--- src/rtl/gear_pkg.sv ---
// -----------------------------------------------------------------------------
// gear_pkg
// Shared definitions for the gear indicator decoder. It holds:
//   - gear codes (P/R/N/D) as they appear on gear_code,
//   - the seven-segment patterns {g,f,e,d,c,b,a} the decoder recognises,
//   - the controller FSM state encoding,
//   - a pattern classifier and a gear adjacency helper.
// -----------------------------------------------------------------------------
package gear_pkg;

  localparam int unsigned LED_W = 7;
  localparam int unsigned CNT_W = 8;

  typedef enum logic [1:0] {
    GEAR_P = 2'd0,
    GEAR_R = 2'd1,
    GEAR_N = 2'd2,
    GEAR_D = 2'd3
  } gear_e;

  // Segment patterns, bit order {g,f,e,d,c,b,a}, active high.
  localparam logic [LED_W-1:0] PAT_P     = 7'h73;
  localparam logic [LED_W-1:0] PAT_R     = 7'h50;
  localparam logic [LED_W-1:0] PAT_N     = 7'h54;
  localparam logic [LED_W-1:0] PAT_D     = 7'h5E;
  localparam logic [LED_W-1:0] PAT_BLANK = 7'h00;

  typedef enum logic [1:0] {
    ST_NO_GEAR = 2'd0,
    ST_LOCKED  = 2'd1,
    ST_FAULT   = 2'd2
  } gear_state_e;

  typedef enum logic [1:0] {
    KIND_GEAR    = 2'd0,
    KIND_BLANK   = 2'd1,
    KIND_ILLEGAL = 2'd2
  } pat_kind_e;

  typedef struct packed {
    pat_kind_e kind;
    gear_e     gear;   // meaningful only when kind == KIND_GEAR
  } pat_info_t;

  // Classify a segment pattern. Anything that is not an exact match is
  // illegal; partially lit digits are not forgiven.
  function automatic pat_info_t decode_pattern(input logic [LED_W-1:0] pat);
    pat_info_t info;
    info.kind = KIND_ILLEGAL;
    info.gear = GEAR_P;
    case (pat)
      PAT_P: begin
        info.kind = KIND_GEAR;
        info.gear = GEAR_P;
      end
      PAT_R: begin
        info.kind = KIND_GEAR;
        info.gear = GEAR_R;
      end
      PAT_N: begin
        info.kind = KIND_GEAR;
        info.gear = GEAR_N;
      end
      PAT_D: begin
        info.kind = KIND_GEAR;
        info.gear = GEAR_D;
      end
      PAT_BLANK: info.kind = KIND_BLANK;
      default:   info.kind = KIND_ILLEGAL;
    endcase
    return info;
  endfunction

  // True when two gears are neighbours in the lever order P-R-N-D.
  // Widened to 3 bits so P and D (0 and 3) do not look adjacent by wrap.
  function automatic logic gears_adjacent(input gear_e a, input gear_e b);
    logic [2:0] ua;
    logic [2:0] ub;
    ua = {1'b0, a};
    ub = {1'b0, b};
    return (ua == ub + 3'd1) || (ub == ua + 3'd1);
  endfunction

endpackage

--- src/rtl/led_stable_filter.sv ---
// -----------------------------------------------------------------------------
// led_stable_filter
// Brings the asynchronous segment bus into the clk domain and qualifies it:
// a pattern is handed on only once it has held steady long enough.
//
// Parameters
//   STABLE_CYCLES  consecutive synchronized cycles a pattern must hold
//                  before acceptance (legal range 2..15)
// Ports
//   clk         in   clock
//   rst_n       in   asynchronous active-low reset
//   led_in      in   raw segment pattern {g,f,e,d,c,b,a}
//   stable_pat  out  synchronized pattern (valid to use when accept is high)
//   accept      out  one-cycle pulse, high in the cycle the candidate's
//                    stability count first reaches STABLE_CYCLES
// -----------------------------------------------------------------------------
module led_stable_filter
  import gear_pkg::*;
#(
  parameter int unsigned STABLE_CYCLES = 4
) (
  input  logic             clk,
  input  logic             rst_n,
  input  logic [LED_W-1:0] led_in,
  output logic [LED_W-1:0] stable_pat,
  output logic             accept
);

  localparam logic [3:0] CNT_MAX    = 4'(STABLE_CYCLES);
  localparam logic [3:0] CNT_ACCEPT = 4'(STABLE_CYCLES - 1);

  logic [LED_W-1:0] sync_meta;  // first synchronizer stage
  logic [LED_W-1:0] sync_pat;   // second stage: the synchronized pattern
  logic [LED_W-1:0] cand;       // pattern currently being timed
  logic [3:0]       stable_cnt; // cycles the candidate has held, saturating
  logic             cand_match;

  // The candidate follows the value entering the second synchronizer stage,
  // so its stability count advances in step with that stage instead of one
  // cycle behind it. This keeps the total latency at 2 + STABLE_CYCLES.
  assign cand_match = (sync_meta == cand);

  // NOTE: every register here updates with <= so all of them sample the
  // values from before the clock edge; a blocking = would let sync_pat see
  // this cycle's sync_meta and collapse the two synchronizer stages into one.
  always_ff @(posedge clk or negedge rst_n) begin
    if (!rst_n) begin
      sync_meta  <= '0;
      sync_pat   <= '0;
      cand       <= PAT_BLANK;
      stable_cnt <= '0;
    end else begin
      sync_meta <= led_in;
      sync_pat  <= sync_meta;
      if (!cand_match) begin
        cand       <= sync_meta;
        stable_cnt <= '0;
      end else if (stable_cnt != CNT_MAX) begin
        stable_cnt <= stable_cnt + 4'd1;
      end
    end
  end

  // The count reaches CNT_MAX on the coming edge exactly once per run of a
  // pattern; after that it saturates, so accept cannot repeat.
  assign accept     = cand_match && (stable_cnt == CNT_ACCEPT);
  assign stable_pat = sync_pat;

endmodule

--- src/rtl/gear_led_decoder.sv ---
// -----------------------------------------------------------------------------
// gear_led_decoder
// Watches the seven-segment gear indicator of a shifter and turns it into a
// debounced gear code, with change counting and sticky fault flags.
//
// Parameters
//   STABLE_CYCLES  consecutive synchronized cycles a pattern must hold
//                  before acceptance (legal range 2..15)
// Ports
//   clk            in   clock
//   rst_n          in   asynchronous active-low reset
//   led_in [6:0]   in   segment pattern {g,f,e,d,c,b,a}, active high
//   gear_code[1:0] out  accepted gear: P=0, R=1, N=2, D=3 (held over blank)
//   gear_valid     out  high while an accepted legal gear is held
//   gear_strobe    out  one-cycle pulse on each accepted gear change
//   illegal_pat    out  sticky: an accepted pattern was not P/R/N/D/blank
//   illegal_trans  out  sticky: an accepted gear change skipped a position
//   change_cnt[7:0] out count of adjacent gear changes, wraps 255 -> 0
// -----------------------------------------------------------------------------
module gear_led_decoder
  import gear_pkg::*;
#(
  parameter int unsigned STABLE_CYCLES = 4
) (
  input  logic             clk,
  input  logic             rst_n,
  input  logic [LED_W-1:0] led_in,
  output logic [1:0]       gear_code,
  output logic             gear_valid,
  output logic             gear_strobe,
  output logic             illegal_pat,
  output logic             illegal_trans,
  output logic [CNT_W-1:0] change_cnt
);

  logic [LED_W-1:0] stable_pat;
  logic             accept;
  pat_info_t        info;

  gear_state_e      state_q, state_d;
  gear_e            gear_code_q, gear_code_d;
  logic             gear_valid_q, gear_valid_d;
  logic             gear_strobe_q, gear_strobe_d;
  logic             illegal_pat_q, illegal_pat_d;
  logic             illegal_trans_q, illegal_trans_d;
  logic [CNT_W-1:0] change_cnt_q, change_cnt_d;

  led_stable_filter #(
    .STABLE_CYCLES (STABLE_CYCLES)
  ) u_filter (
    .clk        (clk),
    .rst_n      (rst_n),
    .led_in     (led_in),
    .stable_pat (stable_pat),
    .accept     (accept)
  );

  assign info = decode_pattern(stable_pat);

  // ---------------------------------------------------------------------------
  // State register
  // ---------------------------------------------------------------------------
  always_ff @(posedge clk or negedge rst_n) begin
    if (!rst_n) begin
      state_q <= ST_NO_GEAR;
    end else begin
      state_q <= state_d;
    end
  end

  // ---------------------------------------------------------------------------
  // Next-state logic. Blank and illegal patterns win from any state; a legal
  // gear only moves the FSM out of NO_GEAR (FAULT ignores it, LOCKED stays).
  // ---------------------------------------------------------------------------
  // NOTE: each always_comb assigns its outputs a default before any branch;
  // a path that leaves one unassigned would infer a latch to hold it.
  always_comb begin
    state_d = state_q;
    if (accept) begin
      case (info.kind)
        KIND_BLANK:   state_d = ST_NO_GEAR;
        KIND_ILLEGAL: state_d = ST_FAULT;
        KIND_GEAR:    if (state_q == ST_NO_GEAR) state_d = ST_LOCKED;
        default:      state_d = state_q;
      endcase
    end
  end

  // ---------------------------------------------------------------------------
  // Output logic: next values of the registered outputs. Everything holds
  // unless an accepted pattern says otherwise; the strobe defaults low so it
  // can only ever last one cycle.
  // ---------------------------------------------------------------------------
  always_comb begin
    gear_code_d     = gear_code_q;
    gear_valid_d    = gear_valid_q;
    gear_strobe_d   = 1'b0;
    illegal_pat_d   = illegal_pat_q;
    illegal_trans_d = illegal_trans_q;
    change_cnt_d    = change_cnt_q;

    if (accept) begin
      case (info.kind)
        KIND_BLANK: begin
          // gear_code keeps the last gear so software can still read it.
          gear_valid_d = 1'b0;
        end
        KIND_ILLEGAL: begin
          illegal_pat_d = 1'b1;
          gear_valid_d  = 1'b0;
        end
        KIND_GEAR: begin
          case (state_q)
            ST_NO_GEAR: begin
              // First gear after blank/reset is a lock-on, not a change.
              gear_code_d   = info.gear;
              gear_valid_d  = 1'b1;
              gear_strobe_d = 1'b1;
            end
            ST_LOCKED: begin
              if (info.gear != gear_code_q) begin
                gear_code_d   = info.gear;
                gear_strobe_d = 1'b1;
                if (gears_adjacent(info.gear, gear_code_q)) begin
                  change_cnt_d = change_cnt_q + 8'd1;
                end else begin
                  illegal_trans_d = 1'b1;
                end
              end
            end
            default: begin
              // FAULT: legal gears are ignored until a blank is seen.
            end
          endcase
        end
        default: begin
        end
      endcase
    end
  end

  always_ff @(posedge clk or negedge rst_n) begin
    if (!rst_n) begin
      gear_code_q     <= GEAR_P;
      gear_valid_q    <= 1'b0;
      gear_strobe_q   <= 1'b0;
      illegal_pat_q   <= 1'b0;
      illegal_trans_q <= 1'b0;
      change_cnt_q    <= '0;
    end else begin
      gear_code_q     <= gear_code_d;
      gear_valid_q    <= gear_valid_d;
      gear_strobe_q   <= gear_strobe_d;
      illegal_pat_q   <= illegal_pat_d;
      illegal_trans_q <= illegal_trans_d;
      change_cnt_q    <= change_cnt_d;
    end
  end

  assign gear_code     = gear_code_q;
  assign gear_valid    = gear_valid_q;
  assign gear_strobe   = gear_strobe_q;
  assign illegal_pat   = illegal_pat_q;
  assign illegal_trans = illegal_trans_q;
  assign change_cnt    = change_cnt_q;

endmodule

--- config.mk ---
export PLATFORM = sky130hd
export DESIGN_NAME = gear_led_decoder
export DESIGN_NICKNAME = d
export VERILOG_FILES = /design/src/rtl/gear_pkg.sv /design/src/rtl/led_stable_filter.sv /design/src/rtl/gear_led_decoder.sv
export SDC_FILE = /design/constraint.sdc
export NUM_CORES = 1
export LEC_CHECK = 0
export BUFFER_PORTS_ARGS = -buffer_cell sky130_fd_sc_hd__buf_2
export CORE_MARGIN = 1.5
export CORE_UTILIZATION = 45
export CTS_BUF_LIST = sky130_fd_sc_hd__clkbuf_16
export CTS_CLUSTER_DIAMETER = 40
export CTS_CLUSTER_SIZE = 30
export DETAILED_ROUTE_END_ITERATION = 10
export MAX_ROUTING_LAYER = met4
export PLACE_DENSITY = 0.73
export SYNTH_ARGS = -nofsm -noshare
export SYNTH_HDL_FRONTEND = slang
export SYNTH_SLANG_ARGS = --single-unit
--- constraint.sdc ---
create_clock -name clk -period 3.3 [get_ports clk]
set_input_delay 0 -clock clk [delete_from_list [all_inputs] [get_ports clk]]
set_output_delay 0 -clock clk [all_outputs]
set_load 0.01 [all_outputs]
# Word level (Yosys, flattened, before mapping)
# Index checks and enable logic that the tools add are counted.
# totals
ff_bits,41
# op_classes
muxes,14
bitwise_logic,1
reduce_logical,16
n_addsub,4
n_eq_ne,16
# op_table
cell,n
"7-bit == test, second input constant",4
2-bit one-hot mux with 3 select lines,2
5-bit AND reduction,2
"8-bit by 1-bit adder with 8-bit output, second input constant",1
4-bit two-way mux,2
2-bit one-hot mux with 2 select lines,2
7-bit == test,1
7-bit logical NOT,1
"2-bit by 1-bit adder with 3-bit output, second input constant",2
2-bit by 3-bit == test with 1-bit output,2
"2-bit != test, second input constant",3
3-bit AND reduction,2
"4-bit by 1-bit adder with 4-bit output, second input constant",1
"2-bit by 1-bit == test with 1-bit output, second input constant",2
"4-bit by 2-bit == test with 1-bit output, second input constant",1
2-bit logical NOT,2
1-bit two-way mux,4
2-bit two-way mux,2
"4-bit by 3-bit != test with 1-bit output, second input constant",1
1-bit one-hot mux with 2 select lines,2
4-bit AND reduction,1
2-bit nonzero test,2
4-bit OR reduction,1
3-bit nonzero test,1
7 further kinds,7

# Depth between registers and ports, before layout
# Gate-level depths: netlist of run 1.
# depth
ltp_word,7
depth_mapped,9
mapped_depth_nobuf,9

# Hierarchy
# Synthesis of run 1 repeated with hierarchy kept, for this count alone.
# unflattened
hier_cells,141
area_unflattened_um2,1765.4
# by_module_without_submodules
mod,area_per_inst_um2,n_inst,cells_per_inst,seq_area_each_um2
gear_led_decoder,914.6,1,83,400.4
led_stable_filter,850.8,1,58,625.6

# Least setup slack after synthesis of run 1
# Ideal clock, no wire load.
# synth_path
path_type,flip-flop to flip-flop
from,register u_filter.sync_pat[1] (netlist: u_filter.stable_pat[1])
to,register change_cnt_q[1] (netlist: change_cnt[1])
path_stages_with_launch,10
arrival_ns,2.490
path_slack_ns,0.685
n_path_buf,0
setup_ns,0.125
path_cell_list,dfrtp_1 > or3_4 > a211oi_4 > ha_1 > xor2_1 > nor2_1 > a221o_1 > o21ai_2 > nor2_1 > mux2_2
# synth_lines
item,line,rtl
"start, declared",led_stable_filter.sv:33,logic [LED_W-1:0] sync_pat;
"start signal, assigned",led_stable_filter.sv:54,sync_pat <= sync_meta;
"end signal, assigned",gear_led_decoder.sv:156,change_cnt_q <= change_cnt_d;
"end, declared",gear_led_decoder.sv:46,"logic [CNT_W-1:0] change_cnt_q, change_cnt_d;"

==> results.py, run 1 <==
metrics = {
    "logic_synthesis": {
        "synth_area_leaders": "dfrtp_1, xor2_1, ha_1",
        "avgSynthCellArea_sq_um": 11.60,
        "synth_most_common_cell": "dfrtp_1",
        "yosys_warnings": 0,
        "synth_edf_count": 0,
        "syn-num-nets": 170,
        "synth_cells": 156,
        "synth_top_area_cell": "dfrtp_1",
        "synthFlopType": "dfrtp_1",
        "syn-cell-area_sq_um": 1809,
        "ys_seq_area_frac": 0.5671,
        "ys_ff_latch": 41,
        "async_flop_share": 1.000,
        "yosys-top-cells-count": "dfrtp_1, nor2_1, xor2_1",
        "yosysUniqueCellTypes": 35,
        "synth.top_cell.area_share": 0.5671,
    },
    "cts": {
        "numCtsBuffers": 5,
        "insertion_delay_ns": 0.29,
        "cts_resized": 0,
        "cts_root_buffer": "clkbuf_16",
        "cts_buffer_depth": 2,
        "clkSinkCount": 41,
        "clkTransAtPathRegs_ns": 0.06,
        "cts_tree": "done",
        "cts_setup_buffers": 0,
        "htree_num_levels": 2,
    },
    "power": {
        "ir_drop_uv": 409.4,
        "p_clk_frac": 0.494,
        "leakage_nw": 1.079,
        "pwr_density_cell_nw_per_um2": 511.8,
        "comb_power_share": 0.037,
        "netSwitchingFraction": 0.2064,
        "pwr-share-seq": 0.469,
        "power.switching_uw": 232.5,
        "intPower_uw": 894.0,
    },
    "timing": {
        "slew_violations": 0,
        "clock_skew_ns": 0.005485,
        "worstMarginPinSlew_ns": 0.8670,
        "final.period_utilization": 0.8550,
        "finalHoldViolations": 0,
        "finalSetupViolCount": 0,
        "rsz0062_at_grt": "no",
        "fmax_mhz": 354.4,
        "fin_setup_tns_ns": 0,
        "setup_ws_ns": 0.4786,
        "whs_ns": 0.3519,
        "post-route-min-period_ns": 2.821,
        "slew-limit-headroom": 0.4220,
    },
    "critical_path": {
        "path_cells": "or3_4 -> a211oi_4 -> ha_1 -> xor2_1 -> nor2_1 -> a221o_1 -> o21ai_2 -> nor2_1 -> mux2_2",
        "cp_num_buf_inv": 0,
        "crit_type": "flip-flop to flip-flop",
        "cp_slowest_cell": "dfrtp_1",
        "regToRegSetupSlack_ns": 0.48,
        "cp_top_family": "compound AO/OA/AOI/OAI gates",
        "path_max_fanout": 8,
        "cp_slowest_stage_delay_ns": 0.44,
        "ff2ff_path_depth": 9,
        "cp_common_cell": "nor2_1",
        "cp-start-kind": "flip-flop",
        "required_ns": 3.47,
        "cp.arrival_ns": 2.99,
        "cp.depth": 9,
        "end_kind": "flip-flop",
    },
    "global_routing": {
        "grt_max_degree": 42,
        "grt_pass1_vias": 1233,
        "grt_usage": 0.1680,
        "grt_pass1_wl_um": 5306,
        "grt_overflow_total": 0,
        "antenna_found_initial": 0,
    },
    "run": {
        "cap_violations": 0,
    },
    "floorplanning": {
        "core_area_sq_um": 3771,
        "rows": 22,
        "floorplan.initialDensity": 0.4798,
        "die-area_sq_um": 4410,
        "die_w_um": 66.41,
        "die_h_um": 66.41,
        "num_io_pins": 23,
    },
    "routing": {
        "wirelength_um": 3066,
        "ant_nets": 0,
        "avgViaCountPerCell": 5.222,
        "wirelength_met1_um": 1336,
        "drc": 0,
        "dr_wl_met3_um": 107,
        "drt_iter0_drc": 59,
        "vias": 1222,
        "wl_met2_um": 1574,
        "wl_per_cell_um": 13.10,
        "routed.top_layer": "met4",
        "first_pass_iters": 4,
    },
    "worst_hold_path": {
        "hold_class": "primary input to flip-flop",
        "holdPathStages": 2,
    },
    "layout": {
        "fin_cells": 234,
        "antenna_cells": 0,
        "postLayoutCellArea_sq_um": 2201,
        "final_nets": 199,
        "drive_above_1_share": 0.2258,
        "area_delta_synth_final_pct": 21.65,
    },
    "placement": {
        "dp.cells": 218,
        "dpl_cell_area_sq_um": 1949,
        "pre_cts_slack_ns": 0.5010,
        "hpwl_um": 2091,
        "place_congestion": 0.8178,
        "io_buffers": 22,
    },
    "run_status": {
        "outcome": "completed",
    },
}
[worst paths after layout]
kind | startpoint | endpoint
setup / recovery | u_filter.stable_pat[1]$_DFF_PN0_ | change_cnt[1]$_DFFE_PN0P_
hold / removal | led_in[3] | u_filter.sync_meta[3]$_DFF_PN0_
setup reg to reg | u_filter.stable_pat[1]$_DFF_PN0_ | change_cnt[1]$_DFFE_PN0P_
hold reg to reg | u_filter.sync_meta[4]$_DFF_PN0_ | u_filter.cand[4]$_DFFE_PN0N_
max in group asynchronous | rst_n | u_filter.stable_cnt[1]$_DFFE_PN0P_
min in group asynchronous | rst_n | u_filter.sync_meta[5]$_DFF_PN0_
[cell families (layout without fill, tap and decap cells)]
group | Yosys count | count (layout) | share of synthesized area
AND/OR/NAND/NOR | 56 | 56 | 0.1715
flip-flops | 41 | 41 | 0.5671
XOR/XNOR | 20 | 20 | 0.1010
AO/OA/AOI/OAI | 16 | 16 | 0.06847
buffers and inverters | 13 | 43 | 0.02697
adder cells (fa/ha/maj) | 5 | 5 | 0.03458
multiplexers | 5 | 5 | 0.03043
[worst register-to-register path, cell delays in order (launching register included)]
cell and delay, ns:
dfrtp_1 0.44, or3_4 0.43, a211oi_4 0.35, ha_1 0.30, xor2_1 0.14, nor2_1 0.06, a221o_1 0.28, o21ai_2 0.31
nor2_1 0.13, mux2_2 0.28
[registers in the layout (all words and copies together), names as in the netlist]
| signal | count |
|---|---|
| u_filter.stable_pat | 7 |
| change_cnt | 8 |
| gear_strobe | 1 |
| u_filter.cand | 7 |
| u_filter.stable_cnt | 4 |
| illegal_trans | 1 |
| state_q | 2 |
| gear_valid | 1 |
| gear_code | 2 |
| illegal_pat | 1 |
| u_filter.sync_meta | 7 |
[layer usage]
metal  up-vias  GRT usage
met5         -          -
met4         0    0.06122
met3         3    0.05111
met2        20     0.2875
met1       602     0.1845
li1        597          -
[power by group through the flow]
stage	Combinational, mW	Sequential (mW)	Clock (mW)
CTS	0.0431	0.529	0.568
global route	0.0477	0.531	0.596
finish	0.0420	0.529	0.556
floorplan	0.0212	0.535	0
detailed placement	0.0357	0.538	0
global placement	0.0343	0.536	0
[through the flow]
| step | utilization | power (mW) |
|---|---|---|
| 2_1_floorplan | - | 0.5559 |
| 3_3_place_gp | 0.5169 | 0.5708 |
| 3_5_place_dp | 0.5169 | 0.5736 |
| 4_1_cts | 0.5836 | 1.140 |
| 5_1_grt | 0.5836 | 1.174 |
| 6_report | 0.5836 | 1.126 |
[cell usage in the layout, fill, tap and decap left out, types with 5 or more instances in the layout]
| cell type | instances |
|---|---|
| nor3_1 | 8 |
| nor2_1 | 15 |
| dlygate4sd3_1 | 8 |
| clkbuf_16 | 5 |
| nand3_1 | 5 |
| xor2_1 | 13 |
| xnor2_1 | 6 |
| inv_1 | 5 |
| ha_1 | 5 |
| dfrtp_1 | 41 |
| buf_2 | 22 |
| nand2_1 | 6 |
| nor4_1 | 5 |
[cell type report]
type	count	area [sq um]
clock inverter	3	46.29
inverter	5	18.77
timing repair buffer	30	190.2
clock buffer	5	125.1
multi-input combinational	102	734.5
sequential	41	1026
tap	48	60.06
fill	304	1570
[what timing repair did]
| action | in CTS | in global routing |
|---|---|---|
| hold buffers | 8 | 0 |
| endpoints found under the setup margin | 0 | 0 |
| hold endpoints to repair | 48 | 0 |
Power figures use the tool's default switching activity.
==> run 2: changes to the inputs <==
--- a/config.mk
+++ b/config.mk
@@ -16,4 +16,5 @@
 export PLACE_DENSITY = 0.73
 export SYNTH_ARGS = -nofsm -noshare
 export SYNTH_HDL_FRONTEND = slang
+export SYNTH_HIERARCHICAL = 1
 export SYNTH_SLANG_ARGS = --single-unit
==> run 2 against run 1 <==
Final area shrank 2.0%. Clock skew shrank 0.0011 ns. Synthesized cell count shrank 9.6%. Maximum frequency grew 2.7%. Worst setup slack gained 0.074 ns. First-iteration DRC count shrank 3.4%. Via count shrank 8.2%. Critical path type unchanged. Critical endpoint unchanged. Largest power group unchanged. Highest routed layer unchanged.
==> results.py, run 2 <==
metrics = {
    "floorplanning": {
        "core_area_sq_um": 3716,
        "num_io_pins": 23,
        "floorplan.initialDensity": 0.4751,
        "die_h_um": 65.64,
        "rows": 22,
        "die_w_um": 65.64,
        "die-area_sq_um": 4308,
    },
    "layout": {
        "multiInputGateArea_sq_um": 701.9,
        "final_nets": 185,
        "seqCellArea_sq_um": 1026,
        "mostFrequentLayoutCell": "dfrtp_1",
        "layout_common_cells": "dfrtp_1, buf_2, xnor2_1, xor2_1, dlygate4sd3_1",
        "drive_above_1_share": 0.2384,
        "nFillCells": 311,
        "antenna_cells": 0,
        "largest_reg_flops": 8,
        "area_delta_synth_final_pct": 22.11,
    },
    "routing": {
        "ant_nets": 0,
        "avgViaCountPerCell": 5.100,
        "drt_iter0_drc": 57,
        "drc": 0,
        "vias": 1122,
        "wirelength_um": 2941,
        "wl_per_cell_um": 13.37,
        "first_pass_iters": 4,
    },
    "cts": {
        "htree_num_levels": 2,
        "cts_tree": "done",
        "cts_root_buffer": "clkbuf_16",
        "clkTransAtPathRegs_ns": 0.06,
        "cts_setup_buffers": 0,
        "cts_buffer_depth": 2,
        "insertion_delay_ns": 0.28,
        "clkSinkCount": 41,
        "numCtsBuffers": 5,
    },
    "timing": {
        "post-route-min-period_ns": 2.747,
        "rsz0062_at_grt": "no",
        "fmax_mhz": 364.0,
        "fin_setup_tns_ns": 0,
        "finalHoldViolations": 0,
        "slew-limit-headroom": 0.4296,
        "final.period_utilization": 0.8326,
        "clock_skew_ns": 0.004340,
        "worstMarginPinSlew_ns": 0.8556,
        "slew_violations": 0,
        "finalSetupViolCount": 0,
        "setup_ws_ns": 0.5525,
    },
    "power": {
        "p_total_mw": 1.102,
        "leakage_nw": 1.056,
        "ir_drop_uv": 425.7,
        "pwr_density_cell_nw_per_um2": 511.3,
    },
    "logic_synthesis": {
        "synthFlopType": "dfrtp_1",
        "syn-num-nets": 155,
        "synth_cells": 141,
        "ys_seq_area_frac": 0.5811,
        "synth_area_leaders": "dfrtp_1, xnor2_1, xor2_1",
        "yosysUniqueCellTypes": 39,
        "synth.top_cell.area_share": 0.5811,
        "synth_top_area_cell": "dfrtp_1",
        "async_flop_share": 1.000,
        "syn-cell-area_sq_um": 1765,
        "avgSynthCellArea_sq_um": 12.52,
        "synth_most_common_cell": "dfrtp_1",
        "yosys-top-cells-count": "dfrtp_1, xnor2_1, xor2_1",
        "ys_ff_latch": 41,
        "synth_edf_count": 0,
        "yosys_warnings": 6,
    },
    "critical_path": {
        "cp.arrival_ns": 2.91,
        "cp-start-kind": "flip-flop",
        "path_max_fanout": 8,
        "end_kind": "flip-flop",
        "required_ns": 3.46,
        "crit_type": "flip-flop to flip-flop",
    },
    "global_routing": {
        "grt_overflow_total": 0,
        "grt_max_degree": 42,
        "grt_pass1_vias": 1111,
        "grt_pass1_wl_um": 4968,
        "antenna_found_initial": 0,
        "grt_usage": 0.1624,
    },
    "worst_hold_path": {
        "hold_class": "primary input to flip-flop",
    },
    "placement": {
        "hpwl_um": 2098,
        "io_buffers": 22,
        "pre_cts_slack_ns": 0.5373,
        "place_congestion": 0.7566,
    },
    "run_status": {
        "outcome": "completed",
    },
    "run": {
        "cap_violations": 0,
    },
}
-- run 2: cell count changes in the layout (fill, tap and decap cells not counted), sizes merged, moves of 3 or more --
cell    delta
xnor2      +4
xor2       -5
nor2       -9
o21ai      -4
o21bai     +3
nand2      -3
-- run 2: critical path: stages (launching register included) --
cell and delay (ns):
dfrtp_1 0.40, xnor2_1 0.19, nand3_1 0.19, nor4_1 0.65
nand2b_1 0.22, nor2_1 0.16, o211ai_2 0.20, nor3_2 0.28
mux2_1 0.34
-- run 2: metal layers --
layer  track usage  share of wire  wire length (um)  up-vias
met2        0.2563           0.51              1488       23
met1        0.1905           0.44              1301      536
li1              -              -                 -      556
met3       0.04623          0.036               106        7
met4       0.08073          0.015                45        0
met5             -              0                 0        -
-- run 2: worst paths after layout --
| path | from | end | slack, ns | cells after the start |
|---|---|---|---|---|
| worst max-delay path | u_filter/sync_meta[5]$_DFF_PN0_ | change_cnt[1]$_DFFE_PN0P_ | 0.55 | 8 |
| worst min-delay path | led_in[4] | u_filter/sync_meta[4]$_DFF_PN0_ | 0.36 | 2 |
| worst max register to register | u_filter/sync_meta[5]$_DFF_PN0_ | change_cnt[1]$_DFFE_PN0P_ | 0.55 | 8 |
| worst min register to register | u_filter/sync_meta[1]$_DFF_PN0_ | u_filter/stable_pat[1]$_DFF_PN0_ | 0.41 | 0 |
| max in group asynchronous | rst_n | u_filter/stable_pat[4]$_DFF_PN0_ | 2.40 | 2 |
| min in group asynchronous | rst_n | u_filter/cand[4]$_DFFE_PN0P_ | 0.37 | 2 |
-- run 2: final cells by class --
| class | count | share of cell area |
|---|---|---|
| clock buffers | 5 | 0.05804 |
| clock inverters | 3 | 0.01915 |
| inverters | 3 | 0.005223 |
| multi-input cells | 90 | 0.3256 |
| flip-flops and latches | 41 | 0.4759 |
| well taps | 48 | 0.02786 |
| repair buffers | 30 | 0.08822 |
-- run 2: power by group --
group / leakage (nW) / switching [mW] / internal (mW)
Sequential: 0.524 / 0.0112 / 0.516
Combinational: 0.454 / 0.0212 / 0.0205
Clock: 0.0775 / 0.180 / 0.353
-- run 2: repair_timing --
| item | CTS | global route |
|---|---|---|
| endpoints found under the hold margin | 48 | 0 |
| hold buffers | 8 | 0 |
| resized for setup | 0 | 0 |
| endpoints found under the setup margin | 0 | 0 |
-- run 2: logic make-up after synthesis --
family	after synthesis	synth area share
AO/OA/AOI/OAI	14	0.06308
XOR/XNOR	19	0.09852
adder cells (fa/ha/maj)	5	0.03544
buffers and inverters	10	0.02126
flip-flops	41	0.5811
multiplexers	6	0.03614
AND/OR/NAND/NOR	46	0.1644
-- run 2: stage by stage --
| stage | hold slack [ns] | util | area [sq um] | cells |
|---|---|---|---|---|
| after detailed placement | 0.1105 | 0.5138 | 1909 | 204 |
| final | 0.3571 | 0.5801 | 2156 | 220 |
| after global placement | 0.1072 | 0.5138 | 1909 | 204 |
| after floorplan | -0.2956 | - | 1765 | 141 |
| after global routing | 0.3658 | 0.5801 | 2156 | 220 |
| after CTS | 0.3548 | 0.5801 | 2156 | 220 |
==> run 3: changes to the inputs <==
--- a/config.mk
+++ b/config.mk
@@ -13,7 +13,7 @@
 export CTS_CLUSTER_SIZE = 30
 export DETAILED_ROUTE_END_ITERATION = 10
 export MAX_ROUTING_LAYER = met4
-export PLACE_DENSITY = 0.73
+export PLACE_DENSITY = 0.75
 export SYNTH_ARGS = -nofsm -noshare
 export SYNTH_HDL_FRONTEND = slang
 export SYNTH_HIERARCHICAL = 1
==> constraint.sdc (replaced) <==
create_clock -name clk -period 2.4 [get_ports clk]
set_input_delay 0 -clock clk [delete_from_list [all_inputs] [get_ports clk]]
set_output_delay 0 -clock clk [all_outputs]
set_load 0.01 [all_outputs]
==> run 3 against run 2 <==
Die area unchanged. Sequential cell count did not move. Register-to-register slack worse by 0.62 ns. Worst hold slack better by 0.0020 ns. The flow now finishes with violations (negative setup slack). Largest cell class unchanged. Critical endpoint is now change_cnt[7]$_DFFE_PN0P_. Clock skew fell by 0.0013 ns. Final cell count increased by 7.7%. First-iteration DRC count fell by 40%. Sequential power is 37% higher.
==> results.py, run 3 (same netlist as run 2, synthesis figures left out) <==
metrics = {
    "power": {
        "pwr-share-seq": 0.503,
        "leakage_nw": 1.149,
        "ir_drop_uv": 577.8,
        "intPower_mw": 1.135,
        "netSwitchingFraction": 0.2125,
        "power.switching_uw": 306.2,
        "comb_power_share": 0.060,
        "p_clk_frac": 0.437,
        "pwr_density_cell_nw_per_um2": 598.3,
    },
    "placement": {
        "dp.cells": 212,
        "dpl_cell_area_sq_um": 1969,
        "pre_cts_slack_ns": -0.08612,
        "place_congestion": 0.8228,
        "io_buffers": 22,
        "hpwl_um": 2198,
    },
    "routing": {
        "wl_per_cell_um": 15.14,
        "drc": 0,
        "drt_iter0_drc": 34,
        "wl_met2_um": 1708,
        "ant_nets": 0,
        "avgViaCountPerCell": 5.308,
        "wirelength_um": 3589,
        "first_pass_iters": 4,
        "vias": 1258,
        "routed.top_layer": "met4",
        "wirelength_met1_um": 1609,
        "dr_wl_met3_um": 156,
    },
    "timing": {
        "setup_ws_ns": -0.06474,
        "slew-limit-headroom": 0.4124,
        "slew_violations": 0,
        "whs_ns": 0.3592,
        "fmax_mhz": 405.7,
        "post-route-min-period_ns": 2.465,
        "worstMarginPinSlew_ns": 0.8814,
        "finalHoldViolations": 0,
        "finalSetupViolCount": 4,
        "rsz0062_at_grt": "yes",
        "final.period_utilization": 1.027,
        "clock_skew_ns": 0.003017,
    },
    "floorplanning": {
        "core_area_sq_um": 3716,
        "die-area_sq_um": 4308,
        "floorplan.initialDensity": 0.4751,
        "rows": 22,
        "num_io_pins": 23,
        "die_w_um": 65.64,
        "die_h_um": 65.64,
    },
    "cts": {
        "cts_buffer_depth": 2,
        "numCtsBuffers": 5,
        "cts_tree": "done",
        "cts_root_buffer": "clkbuf_16",
        "insertion_delay_ns": 0.28,
        "clkSinkCount": 41,
        "htree_num_levels": 2,
        "clkTransAtPathRegs_ns": 0.05,
    },
    "run_status": {
        "violations": "negative setup slack",
        "outcome": "complete, but fails checks",
    },
    "layout": {
        "seqCellArea_sq_um": 1028,
        "postLayoutCellArea_sq_um": 2409,
        "final_nets": 202,
        "drive_above_1_share": 0.3810,
        "antenna_cells": 0,
        "area_delta_synth_final_pct": 36.43,
        "largest_reg_flops": 8,
        "fin_cells": 237,
        "nFillCells": 259,
        "layout_common_cells": "dfrtp_1, buf_2, buf_4",
        "multiInputGateArea_sq_um": 830.8,
        "mostFrequentLayoutCell": "dfrtp_1",
    },
    "global_routing": {
        "grt_pass1_vias": 1201,
        "grt_pass1_wl_um": 5388,
        "antenna_found_initial": 0,
        "grt_usage": 0.1742,
        "grt_overflow_total": 0,
        "grt_max_degree": 42,
    },
    "critical_path": {
        "end_kind": "flip-flop",
        "cp.arrival_ns": 2.66,
        "worst_setup_path_startpoint": "u_filter/stable_pat[1]$_DFF_PN0_",
        "cp-start-kind": "flip-flop",
        "regToRegSetupSlack_ns": -0.06,
        "r2r-start": "u_filter/stable_pat[1]$_DFF_PN0_",
        "required_ns": 2.60,
        "path_max_fanout": 5,
        "crit_type": "flip-flop to flip-flop",
    },
    "run": {
        "cap_violations": 0,
    },
    "worst_hold_path": {
        "hold_path_startpoint": "led_in[3]",
        "hold_class": "primary input to flip-flop",
    },
}
## run 3: power by group through the flow
stage / Clock (mW) / Sequential [mW] / Combinational (mW)
2_1_floorplan: 0 / 0.734 / 0.0292
3_3_place_gp: 0 / 0.735 / 0.0545
3_5_place_dp: 0 / 0.736 / 0.0565
4_1_cts: 0.642 / 0.724 / 0.0679
5_1_grt: 0.673 / 0.727 / 0.0943
6_report: 0.630 / 0.725 / 0.0860
## run 3: path summary, 6_finish.rpt
check | to | cells after the start
min reg2reg | u_filter/stable_pat[4]$_DFF_PN0_ | 0
min | u_filter/sync_meta[3]$_DFF_PN0_ | 2
min in group asynchronous | u_filter/sync_meta[4]$_DFF_PN0_ | 2
max | change_cnt[7]$_DFFE_PN0P_ | 9
max reg2reg | change_cnt[7]$_DFFE_PN0P_ | 9
max in group asynchronous | u_filter/stable_pat[1]$_DFF_PN0_ | 2
## run 3: timing repair
item	in CTS	in global routing
setup endpoints to repair	2	8
buffers inserted	0	9
hold endpoints to repair	48	0
hold buffers	8	0
pin swaps	0	9
gates resized for setup	3	18
## run 3: worst max-delay path, stage by stage (launching register included)
cell,delay (ns)
dfrtp_2,0.43
or3_4,0.39
a21boi_4,0.21
ha_4,0.23
xor2_2,0.15
o22ai_2,0.26
nor3_4,0.10
buf_6,0.15
nor4_2,0.27
xor2_1,0.19
## run 3: cell type report
| cell class | instances | area share |
|---|---|---|
| Inverter | 3 | 0.004675 |
| Clock inverter | 3 | 0.007792 |
| Multi-Input combinational cell | 90 | 0.3449 |
| Sequential cell | 41 | 0.4270 |
| Clock buffer | 5 | 0.05195 |
| Timing Repair Buffer | 47 | 0.1387 |
| Tap cell | 48 | 0.02494 |
## run 3: routing by layer
metal	up-vias	global-route usage
met5	-	-
met4	0	0.07031
met3	15	0.06336
met2	28	0.2702
met1	626	0.2069
li1	589	-
## run 3: through the flow
stage	utilization	setup TNS, ns	power, mW
6_report	0.6481	-0.1219	1.441
5_1_grt	0.6481	-0.7308	1.495
4_1_cts	0.5953	-0.01651	1.435
3_5_place_dp	0.5300	-0.08612	0.7929
3_3_place_gp	0.5300	0	0.7894
2_1_floorplan	-	0	0.7629
